$ cat src/rtl/seq_muldiv_pkg.sv
// Shared opcode encodings and FSM state type for the sequential multiply/divide unit.
package seq_muldiv_pkg;

   localparam logic [1:0] OP_MUL = 2'b00;
   localparam logic [1:0] OP_QUO = 2'b01;
   localparam logic [1:0] OP_REM = 2'b10;
   localparam logic [1:0] OP_RSV = 2'b11;

   typedef enum logic [1:0] {
      IDLE = 2'd0,
      CALC = 2'd1,
      DONE = 2'd2
   } state_t;

   function automatic logic is_div_op(input logic [1:0] op);
      return (op == OP_QUO) || (op == OP_REM);
   endfunction

endpackage

$ cat src/rtl/muldiv_step.sv
// One iteration of the shared datapath: shift-add multiply or restoring-divide step,
// both built around a single W+1 bit adder.
module muldiv_step #(
   parameter int W = 32
) (
   input  logic         is_div,
   input  logic [W-1:0] hi,
   input  logic [W-1:0] lo,
   input  logic [W-1:0] opnd,
   output logic [W-1:0] hi_nxt,
   output logic [W-1:0] lo_nxt
);

   logic [W:0] shifted;
   logic [W:0] op_a;
   logic [W:0] op_b;
   logic [W:0] sum;

   // Divide subtracts via inverted operand plus carry-in; a set sum[W] means the trial went negative.
   always_comb begin
      shifted = {hi, lo[W-1]};
      if (is_div) begin
         op_a = shifted;
         op_b = ~{1'b0, opnd};
      end else begin
         op_a = {1'b0, hi};
         op_b = lo[0] ? {1'b0, opnd} : '0;
      end
      sum = op_a + op_b + {{W{1'b0}}, is_div};
      if (is_div) begin
         hi_nxt = sum[W] ? shifted[W-1:0] : sum[W-1:0];
         lo_nxt = {lo[W-2:0], ~sum[W]};
      end else begin
         hi_nxt = sum[W:1];
         lo_nxt = {sum[0], lo[W-1:1]};
      end
   end

endmodule

$ cat src/rtl/seq_muldiv.sv
// Iterative unsigned multiply/quotient/remainder unit, one result per start/ready handshake.
// Define SEQ_MULDIV_HI_EN to add the out_hi port (upper product / companion division result).
module seq_muldiv #(
   parameter int W = 32
) (
   input  logic         clk,
   input  logic         rst_n,
   input  logic         start,
   input  logic         s1,
   input  logic         s0,
   input  logic [W-1:0] x,
   input  logic [W-1:0] y,
   output logic         ready,
   output logic         done,
   output logic [W-1:0] out,
   output logic         err
`ifdef SEQ_MULDIV_HI_EN
   ,
   output logic [W-1:0] out_hi
`endif
);

   import seq_muldiv_pkg::*;

   localparam int CW = $clog2(W);

   state_t         state, state_nxt;
   logic [CW-1:0]  cnt;
   logic [1:0]     op;
   logic [1:0]     op_in;
   logic           fast;
   logic           fast_in;
   logic           accept;
   logic           last;
   logic [W-1:0]   hi, lo, opnd;
   logic [W-1:0]   hi_nxt, lo_nxt;
   logic [W-1:0]   res_out;
   logic           res_err;
`ifdef SEQ_MULDIV_HI_EN
   logic [W-1:0]   res_hi;
`endif

   assign op_in   = {s1, s0};
   assign fast_in = (op_in == OP_RSV) || (is_div_op(op_in) && (y == '0));

   muldiv_step #(.W(W)) u_step (
      .is_div (is_div_op(op)),
      .hi     (hi),
      .lo     (lo),
      .opnd   (opnd),
      .hi_nxt (hi_nxt),
      .lo_nxt (lo_nxt)
   );

   always_ff @(posedge clk or negedge rst_n) begin
      if (!rst_n) state <= IDLE;
      else        state <= state_nxt;
   end

   always_comb begin
      state_nxt = state;
      ready     = 1'b0;
      done      = 1'b0;
      accept    = 1'b0;
      last      = 1'b0;
      case (state)
         IDLE: begin
            ready = 1'b1;
            if (start) begin
               accept    = 1'b1;
               state_nxt = CALC;
            end
         end
         CALC: begin
            if (cnt == '0) begin
               last      = 1'b1;
               state_nxt = DONE;
            end
         end
         DONE: begin
            done      = 1'b1;
            state_nxt = IDLE;
         end
         default: state_nxt = IDLE;
      endcase
   end

   // Zero-divisor and reserved ops spend a single CALC cycle with count 0 and take the result from here.
   always_comb begin
      res_out = '0;
      res_err = 1'b0;
`ifdef SEQ_MULDIV_HI_EN
      res_hi  = '0;
`endif
      if (fast) begin
         res_err = 1'b1;
         if (op == OP_QUO)      res_out = '1;
         else if (op == OP_REM) res_out = lo;
      end else begin
         case (op)
            OP_MUL: begin
               res_out = lo_nxt;
`ifdef SEQ_MULDIV_HI_EN
               res_hi  = hi_nxt;
`else
               res_err = |hi_nxt;
`endif
            end
            OP_QUO: begin
               res_out = lo_nxt;
`ifdef SEQ_MULDIV_HI_EN
               res_hi  = hi_nxt;
`endif
            end
            OP_REM: begin
               res_out = hi_nxt;
`ifdef SEQ_MULDIV_HI_EN
               res_hi  = lo_nxt;
`endif
            end
            default: res_err = 1'b1;
         endcase
      end
   end

   // Multiply keeps the multiplier in lo; divide keeps the dividend there so quotient bits shift in.
   always_ff @(posedge clk or negedge rst_n) begin
      if (!rst_n) begin
         cnt    <= '0;
         op     <= OP_MUL;
         fast   <= 1'b0;
         hi     <= '0;
         lo     <= '0;
         opnd   <= '0;
         out    <= '0;
         err    <= 1'b0;
`ifdef SEQ_MULDIV_HI_EN
         out_hi <= '0;
`endif
      end else if (accept) begin
         op   <= op_in;
         fast <= fast_in;
         cnt  <= fast_in ? '0 : CW'(W - 1);
         hi   <= '0;
         lo   <= is_div_op(op_in) ? x : y;
         opnd <= is_div_op(op_in) ? y : x;
      end else if (state == CALC) begin
         hi <= hi_nxt;
         lo <= lo_nxt;
         if (cnt != '0) cnt <= cnt - CW'(1);
         if (last) begin
            out    <= res_out;
            err    <= res_err;
`ifdef SEQ_MULDIV_HI_EN
            out_hi <= res_hi;
`endif
         end
      end
   end

endmodule

$ cat config.mk
export PLATFORM = sky130hd
export DESIGN_NAME = seq_muldiv
export DESIGN_NICKNAME = d
export VERILOG_FILES = /design/src/rtl/seq_muldiv_pkg.sv /design/src/rtl/muldiv_step.sv /design/src/rtl/seq_muldiv.sv
export SDC_FILE = /design/constraint.sdc
export NUM_CORES = 1
export LEC_CHECK = 0
export ABC_CLOCK_PERIOD_IN_PS = 10800
export CORE_MARGIN = 2
export CORE_UTILIZATION = 45
export DETAILED_ROUTE_END_ITERATION = 7
export MAX_ROUTING_LAYER = met4
export PLACE_DENSITY = 0.66
export SLEW_MARGIN = 20
export SYNTH_ARGS = -nofsm -noshare
export SYNTH_HDL_FRONTEND = slang
export SYNTH_SLANG_ARGS = --single-unit
$ cat constraint.sdc
create_clock -name clk -period 10.8 [get_ports clk]
set_input_delay 2.16 -clock clk [delete_from_list [all_inputs] [get_ports clk]]
set_output_delay 2.16 -clock clk [all_outputs]
set_load 0.005 [all_outputs]
Yosys cells after proc, flatten, opt, wreduce, memory -nomap -nowiden

Cells that the tools add are included.

Add/subtract/negate cells: 3
Equality and inequality tests: 9
Mux-type cells: 31
Bitwise operators: 3
Reductions and logical operators: 17

Operators with widths:

| kind                                                                   | count |
|---|---|
| 32-bit 2-to-1 mux                                                      | 13 |
| 33-bit 2-to-1 mux                                                      | 2 |
| 32-bit case mux with 2 select lines                                    | 1 |
| 33-bit by 1-bit adder with 33-bit output                               | 1 |
| 33-bit adder                                                           | 1 |
| 32-bit NOT with 33-bit output                                          | 1 |
| 32-bit logical NOT                                                     | 1 |
| 32-bit OR reduction                                                    | 1 |
| 5-bit 2-to-1 mux                                                       | 4 |
| 2-bit equality test (second input constant)                            | 4 |
| 1-bit 2-to-1 mux                                                       | 7 |
| 2-bit by 1-bit equality test with 1-bit output (second input constant) | 3 |
| 5-bit logical NOT                                                      | 1 |
| 5-bit nonzero test                                                     | 1 |
| 5-bit by 1-bit subtractor with 5-bit output (second input constant)    | 1 |
| 2-bit logical NOT                                                      | 2 |
| 2-bit 2-to-1 mux                                                       | 2 |
| 2-bit inequality test (second input constant)                          | 2 |
| 2-bit case mux with 2 select lines                                     | 1 |
| 2-bit AND reduction                                                    | 2 |
| 2-bit nonzero test                                                     | 2 |
| 2-bit OR reduction                                                     | 2 |
| 1-bit logical OR                                                       | 3 |
| 3-bit AND reduction                                                    | 1 |
| other kinds (3)                                                        | 4 |

Register bits: 139
Input port bits: 69
Output and inout bits: 35
Logic and storage cells: 72

Longest topological paths before layout

Word-level depth: 10
Depth in mapped cells: 24

Hierarchy

Synthesis repeated with hierarchy kept, for this count alone.

Cell total of the unflattened synthesis: 1,284
Area total of the unflattened synthesis: 10,699.0 um^2

Modules (own cells, without submodules):

| module      | instances | cells each | area each (um^2) |
|---|---|---|---|
| seq_muldiv  | 1         | 725        | 7,108.1 |
| muldiv_step | 1         | 559        | 3,590.9 |

Worst setup path after synthesis

Ideal clock, no wire load.

Kind: flip-flop to flip-flop
Start point: register op[0]
End point: register err
Setup time: 125 ps
Arrival time: 5,141 ps
Data required time: 10,675 ps
Path slack: 5,534 ps
Cell stages (with the launch flop): 20
Buffers on the path: 4
Cell sequence: dfrtp_1 > inv_1 > ha_1 > clkbuf_1 > buf_2 > buf_1 > buf_1 > mux2_2 > ha_1 > nand2_2 > or4_4 > or2_4 > and2_4 > a41o_4 > nor2_4 > mux2_2 > a221oi_2 > nand4_1 > nor4_1 > nor2_1

Cells in the longest elaborated chain, start to end: 10

Ends and longest elaborated chain:

| item                                                                                         | line                                    | RTL |
|---|---|---|
| from (decl)                                                                                  | seq_muldiv.sv:29                        | `logic [1:0] op;` |
| from (signal assigned)                                                                       | seq_muldiv.sv:141                       | `op <= op_in;` |
| 2-bit by 1-bit equality test with 1-bit output / 2-bit equality test (equally long branches) | seq_muldiv_pkg.sv:16, seq_muldiv.sv:100 |  |
| 1-bit logical OR                                                                             | seq_muldiv_pkg.sv:16                    | `return (op == OP_QUO) \|\| (op == OP_REM);` |
| 33-bit 2-to-1 mux                                                                            | muldiv_step.sv:22                       | `if (is_div) begin` |
| 33-bit adder                                                                                 | muldiv_step.sv:29                       | `sum = op_a + op_b + {{W{1'b0}}, is_div};` |
| 33-bit by 1-bit adder with 33-bit output                                                     | muldiv_step.sv:29                       |  |
| 32-bit 2-to-1 mux                                                                            | muldiv_step.sv:31                       | `hi_nxt = sum[W] ? shifted[W-1:0] : sum[W-1:0];` |
| 32-bit 2-to-1 mux                                                                            | muldiv_step.sv:30                       | `if (is_div) begin` |
| 32-bit OR reduction                                                                          | seq_muldiv.sv:106                       | `res_err = \|hi_nxt;` |
| 1-bit case mux with 2 select lines *                                                         | seq_muldiv.sv:100                       | `case (op)` |
| 1-bit 2-to-1 mux *                                                                           | seq_muldiv.sv:95                        | `if (fast) begin` |
| to (signal assigned)                                                                         | seq_muldiv.sv:153                       | `err <= res_err;` |
| to (decl)                                                                                    | seq_muldiv.sv:16                        | `output logic err` |

Mark *: on every way between the ends. The rest lies on a longest branch, timed or not.
A chain may end at the register's enable or synchronous reset.

Final worst setup path

Start point: register op[0]
End point: register out[24]

Cells in the longest elaborated chain, start to end: 9

Ends and longest elaborated chain:

| item                                                                                         | line                 | RTL |
|---|---|---|
| 2-bit by 1-bit equality test with 1-bit output / 2-bit equality test (equally long branches) | --                   |  |
| 1-bit logical OR                                                                             | seq_muldiv_pkg.sv:16 |  |
| 33-bit 2-to-1 mux                                                                            | muldiv_step.sv:22    |  |
| 33-bit adder                                                                                 | muldiv_step.sv:29    |  |
| 33-bit by 1-bit adder with 33-bit output                                                     | muldiv_step.sv:29    |  |
| 32-bit 2-to-1 mux                                                                            | muldiv_step.sv:31    |  |
| 32-bit 2-to-1 mux                                                                            | muldiv_step.sv:30    |  |
| 32-bit case mux with 2 select lines                                                          | seq_muldiv.sv:100    |  |
| 32-bit 2-to-1 mux *                                                                          | seq_muldiv.sv:95     |  |
| to (signal assigned)                                                                         | seq_muldiv.sv:152    | `out <= res_out;` |
| to (decl)                                                                                    | seq_muldiv.sv:15     | `output logic [W-1:0] out,` |

Marked as above.

==> summary.md <==
| Metric | Value |
|---|---|
| Status | `complete, no violations` |
| CTS Buffer Depth | `2` |
| RSZ-0062 raised after global routing | `no` |
| First-pass GRT wire length | `around 59,000 µm` |
| Port Buffers | `slightly above 100` |
| Antenna cells | `0` |
| Mapped Area | `around 0.011 mm²` |
| Setup bufs post-CTS | `0` |
| Gpl congestion | `slightly below 1` |
| Pin count of the biggest net entering global routing | `74` |
| Area occupied by registers | `between 0.003 and 0.004 mm²` |
| Leading cell type in the layout, fill and taps excluded | `nand2_1` |
| CTS tree | `yes` |
| Clock Latency Late Sink | `between 0.4 and 0.5 ns` |
| Bufs and invs on worst path | `3` |
| Synthesis-to-finish area growth | `16.3%` |
| Die ar. | `0.0254 mm²` |
| Library cells used by synthesis | `just under 80` |
| Gr usage total | `0.300` |
| Worst hold path type | `flip-flop to flip-flop` |
| Slew @ Worst Pin | `between 1 and 1.5 ns` |
| Fin nets | `between 1,000 and 1,500` |
| Share of post-route cells with drive strength above 1 | `0.0819` |
| Final Cycle Share | `0.603` |
| Gates resized, CTS repair | `0` |
| Crit path cell chain | `inv_1 > ha_4 > buf_4 > buf_4 > mux2_2 > ha_1 > nand2_2 > or4_4 > or2_4 > and2_4 > a41oi_2 > a211oi_1 > a211oi_1 > nand2_1 > o21ai_0 > a22oi_1 > o21ai_0` |
| Critical path's slowest cell | `a211oi_1` |
| Final setup fails | `0` |
| Multi-input gate area | `between 0.006 and 0.007 mm²` |
| Dpl hpwl | `approximately 27,000 µm` |
| Cell Rows | `56` |
| Fillers | `about 2,200` |
| Mapped Cells | `1,316` |
| Die Height | `roughly 160 µm` |
| Post-synthesis sequential area ratio | `0.320` |
| Fin. max-slew vios | `0` |
| Critical path type | `flip-flop to flip-flop` |
| Ys async rst share | `1.00` |
| Post-synth top area share | `0.320` |
| Slowest stage delay, CP | `0.85 ns` |
| Final hold vios | `0` |
| CORE AREA | `0.0236 mm²` |
| F_max | `around 0.15 GHz` |
| Die X | `between 150 and 200 µm` |
| GRT overflow | `0` |
| Min Tclk post-route | `6.51 ns` |
| H-Tree Level Count | `4` |
| Pre-antenna DRT Iters | `6` |
| Worst Path Required | `11.14 ns` |
| Worst-path fanout max | `between 60 and 70` |
| Avg Cell Area, Syn | `8.26 µm²` |
| Final routed DRC violation total | `0` |
| Final WL | `37,500 µm` |
| Starting DRT DRC Count | `around 1,200` |
| CTS clock-pin slew for the worst setup and hold paths | `about 0.070 ns` |
| Crit path DAT | `about 6.9 ns` |
| Ys flop type | `dfrtp_1` |
| Delay-heaviest family, CP | `compound AO/OA/AOI/OAI gates` |
| Number of synthesized flops with an enable pin | `0` |
| CP endpoint kind | `flip-flop` |
| Synth top area cells | `dfrtp_1 (32%), mux2i_1 (9.0%), nand2_1 (6.3%)` |
| TritonCTS Buffers | `17` |
| Root Buffer | `clkbuf_16` |
| Most frequent cells in the layout | `nand2_1 (180), dfrtp_1 (139), o21ai_0 (123), clkdlybuf4s50_1 (102), a21oi_1 (99)` |
| Initial Util | `0.460` |
| Initial antenna violation count | `0` |
| Antenna violation net count after detailed routing | `0` |
| Clock Skews | `0.0165 ns` |
| Post-CTS Hold Buffers | `0` |
| Startpoint types | `flip-flop` |
| Relative slew slack | `0.143` |
| Fin Setup TNS | `0 ns` |
| Vias in the first global route | `~10,000` |
| Wirelength per Cell | `between 20 and 25 µm` |
| Clock sinks | `139` |
| Post-synth net total | `around 1,400` |
| I/O Pins | `104` |
| Via count | `10,600` |
| Synth warn | `0` |
| Yosys top cell by area | `dfrtp_1` |
| Max Cap Viol | `0` |
| #FFs+latches synth | `139` |
| Via density per instance | `approximately 6.3` |
==> area by class of cell <==
| type | count | area share |
|---|---|---|
| clock inverter | 13 | 0.00930 |
| clock buffer | 18 | 0.0347 |
| inverter | 27 | 0.00802 |
| tap | 319 | 0.0316 |
| sequential | 139 | 0.275 |
| multi-input combinational | 1050 | 0.549 |
| timing repair buffer | 121 | 0.0923 |
==> worst register-to-register path, stage by stage, from the launching register on <==
cell and delay (ns):
dfrtp_1 0.38, inv_1 0.11, ha_4 0.49, buf_4 0.64, buf_4 0.63, mux2_2 0.42
ha_1 0.36, nand2_2 0.13, or4_4 0.59, or2_4 0.30, and2_4 0.15, a41oi_2 0.72
a211oi_1 0.20, a211oi_1 0.85, nand2_1 0.10, o21ai_0 0.10, a22oi_1 0.10, o21ai_0 0.16
==> layer usage <==
layer | global-route usage | vias to the layer above | share of wire
met5 | - | - | 0
met1 | 0.384 | 5125 | 0.42
li1 | - | 4986 | -
met2 | 0.500 | 448 | 0.49
met3 | 0.0451 | 53 | 0.065
met4 | 0.0773 | 0 | 0.023
==> cell families after synthesis <==
family                     count (synthesis)  share of synthesized area
buffers and inverters                    127                     0.0467
AOI/OAI and AO/OA                        452                      0.273
adders and majority gates                 41                     0.0486
muxes                                    127                      0.120
xor gates and xnor gates                  25                     0.0201
and+or+nand+nor                          405                      0.171
DFF                                      139                      0.320
==> synth_stat cells (8+ instances only) <==
cell type,count
o22ai_1,12
o211ai_1,19
a211oi_1,12
ha_1,39
nand4_1,14
o221ai_1,33
xor2_1,14
buf_1,18
nor4_1,11
a21o_1,35
inv_1,27
mux2i_1,98
clkbuf_1,72
a22oi_1,25
nor3_1,14
xnor2_1,11
mux2_2,29
nor2b_1,8
nor2_1,76
a21oi_1,99
a31oi_1,11
nand2_1,182
o21ai_0,123
o21a_1,8
nand3_1,50
dfrtp_1,139
==> metrics by stage <==
stage	area (µm²)	util	instances	worst slack [ns]	hold WS, ns
finish	12600	0.535	1687	4.29	0.483
global route	12600	0.535	1687	3.94	0.520
CTS	12600	0.535	1687	4.36	0.488
detailed placement	12100	0.511	1656	4.39	0.474
global placement	12100	0.511	1656	4.54	0.464
floorplan	10900	-	1316	5.53	0.473
==> flip-flops by register name, indices dropped and copies added (netlist names) <==
register  flops
fast          1
cnt           5
out          32
hi           32
lo           32
state         2
opnd         32
op            2
err           1
==> final timing paths <==
path	depth (start not counted)	endpoint	start	slack, ns
min reg2reg	2	out[15]$_DFFE_PN0P_	out[15]$_DFFE_PN0P_	0.48
max	17	out[24]$_DFFE_PN0P_	op[0]$_DFFE_PN0P_	4.29
min	2	out[15]$_DFFE_PN0P_	out[15]$_DFFE_PN0P_	0.48
max in group asynchronous	2	hi[27]$_DFFE_PN0P_	rst_n	7.63
max reg2reg	17	out[24]$_DFFE_PN0P_	op[0]$_DFFE_PN0P_	4.29
min in group asynchronous	1	cnt[0]$_DFFE_PN0P_	rst_n	1.75
Power is left out: the tool's default activity adds up to more than one toggle a clock period on the data nets, which glitch-free logic cannot reach.
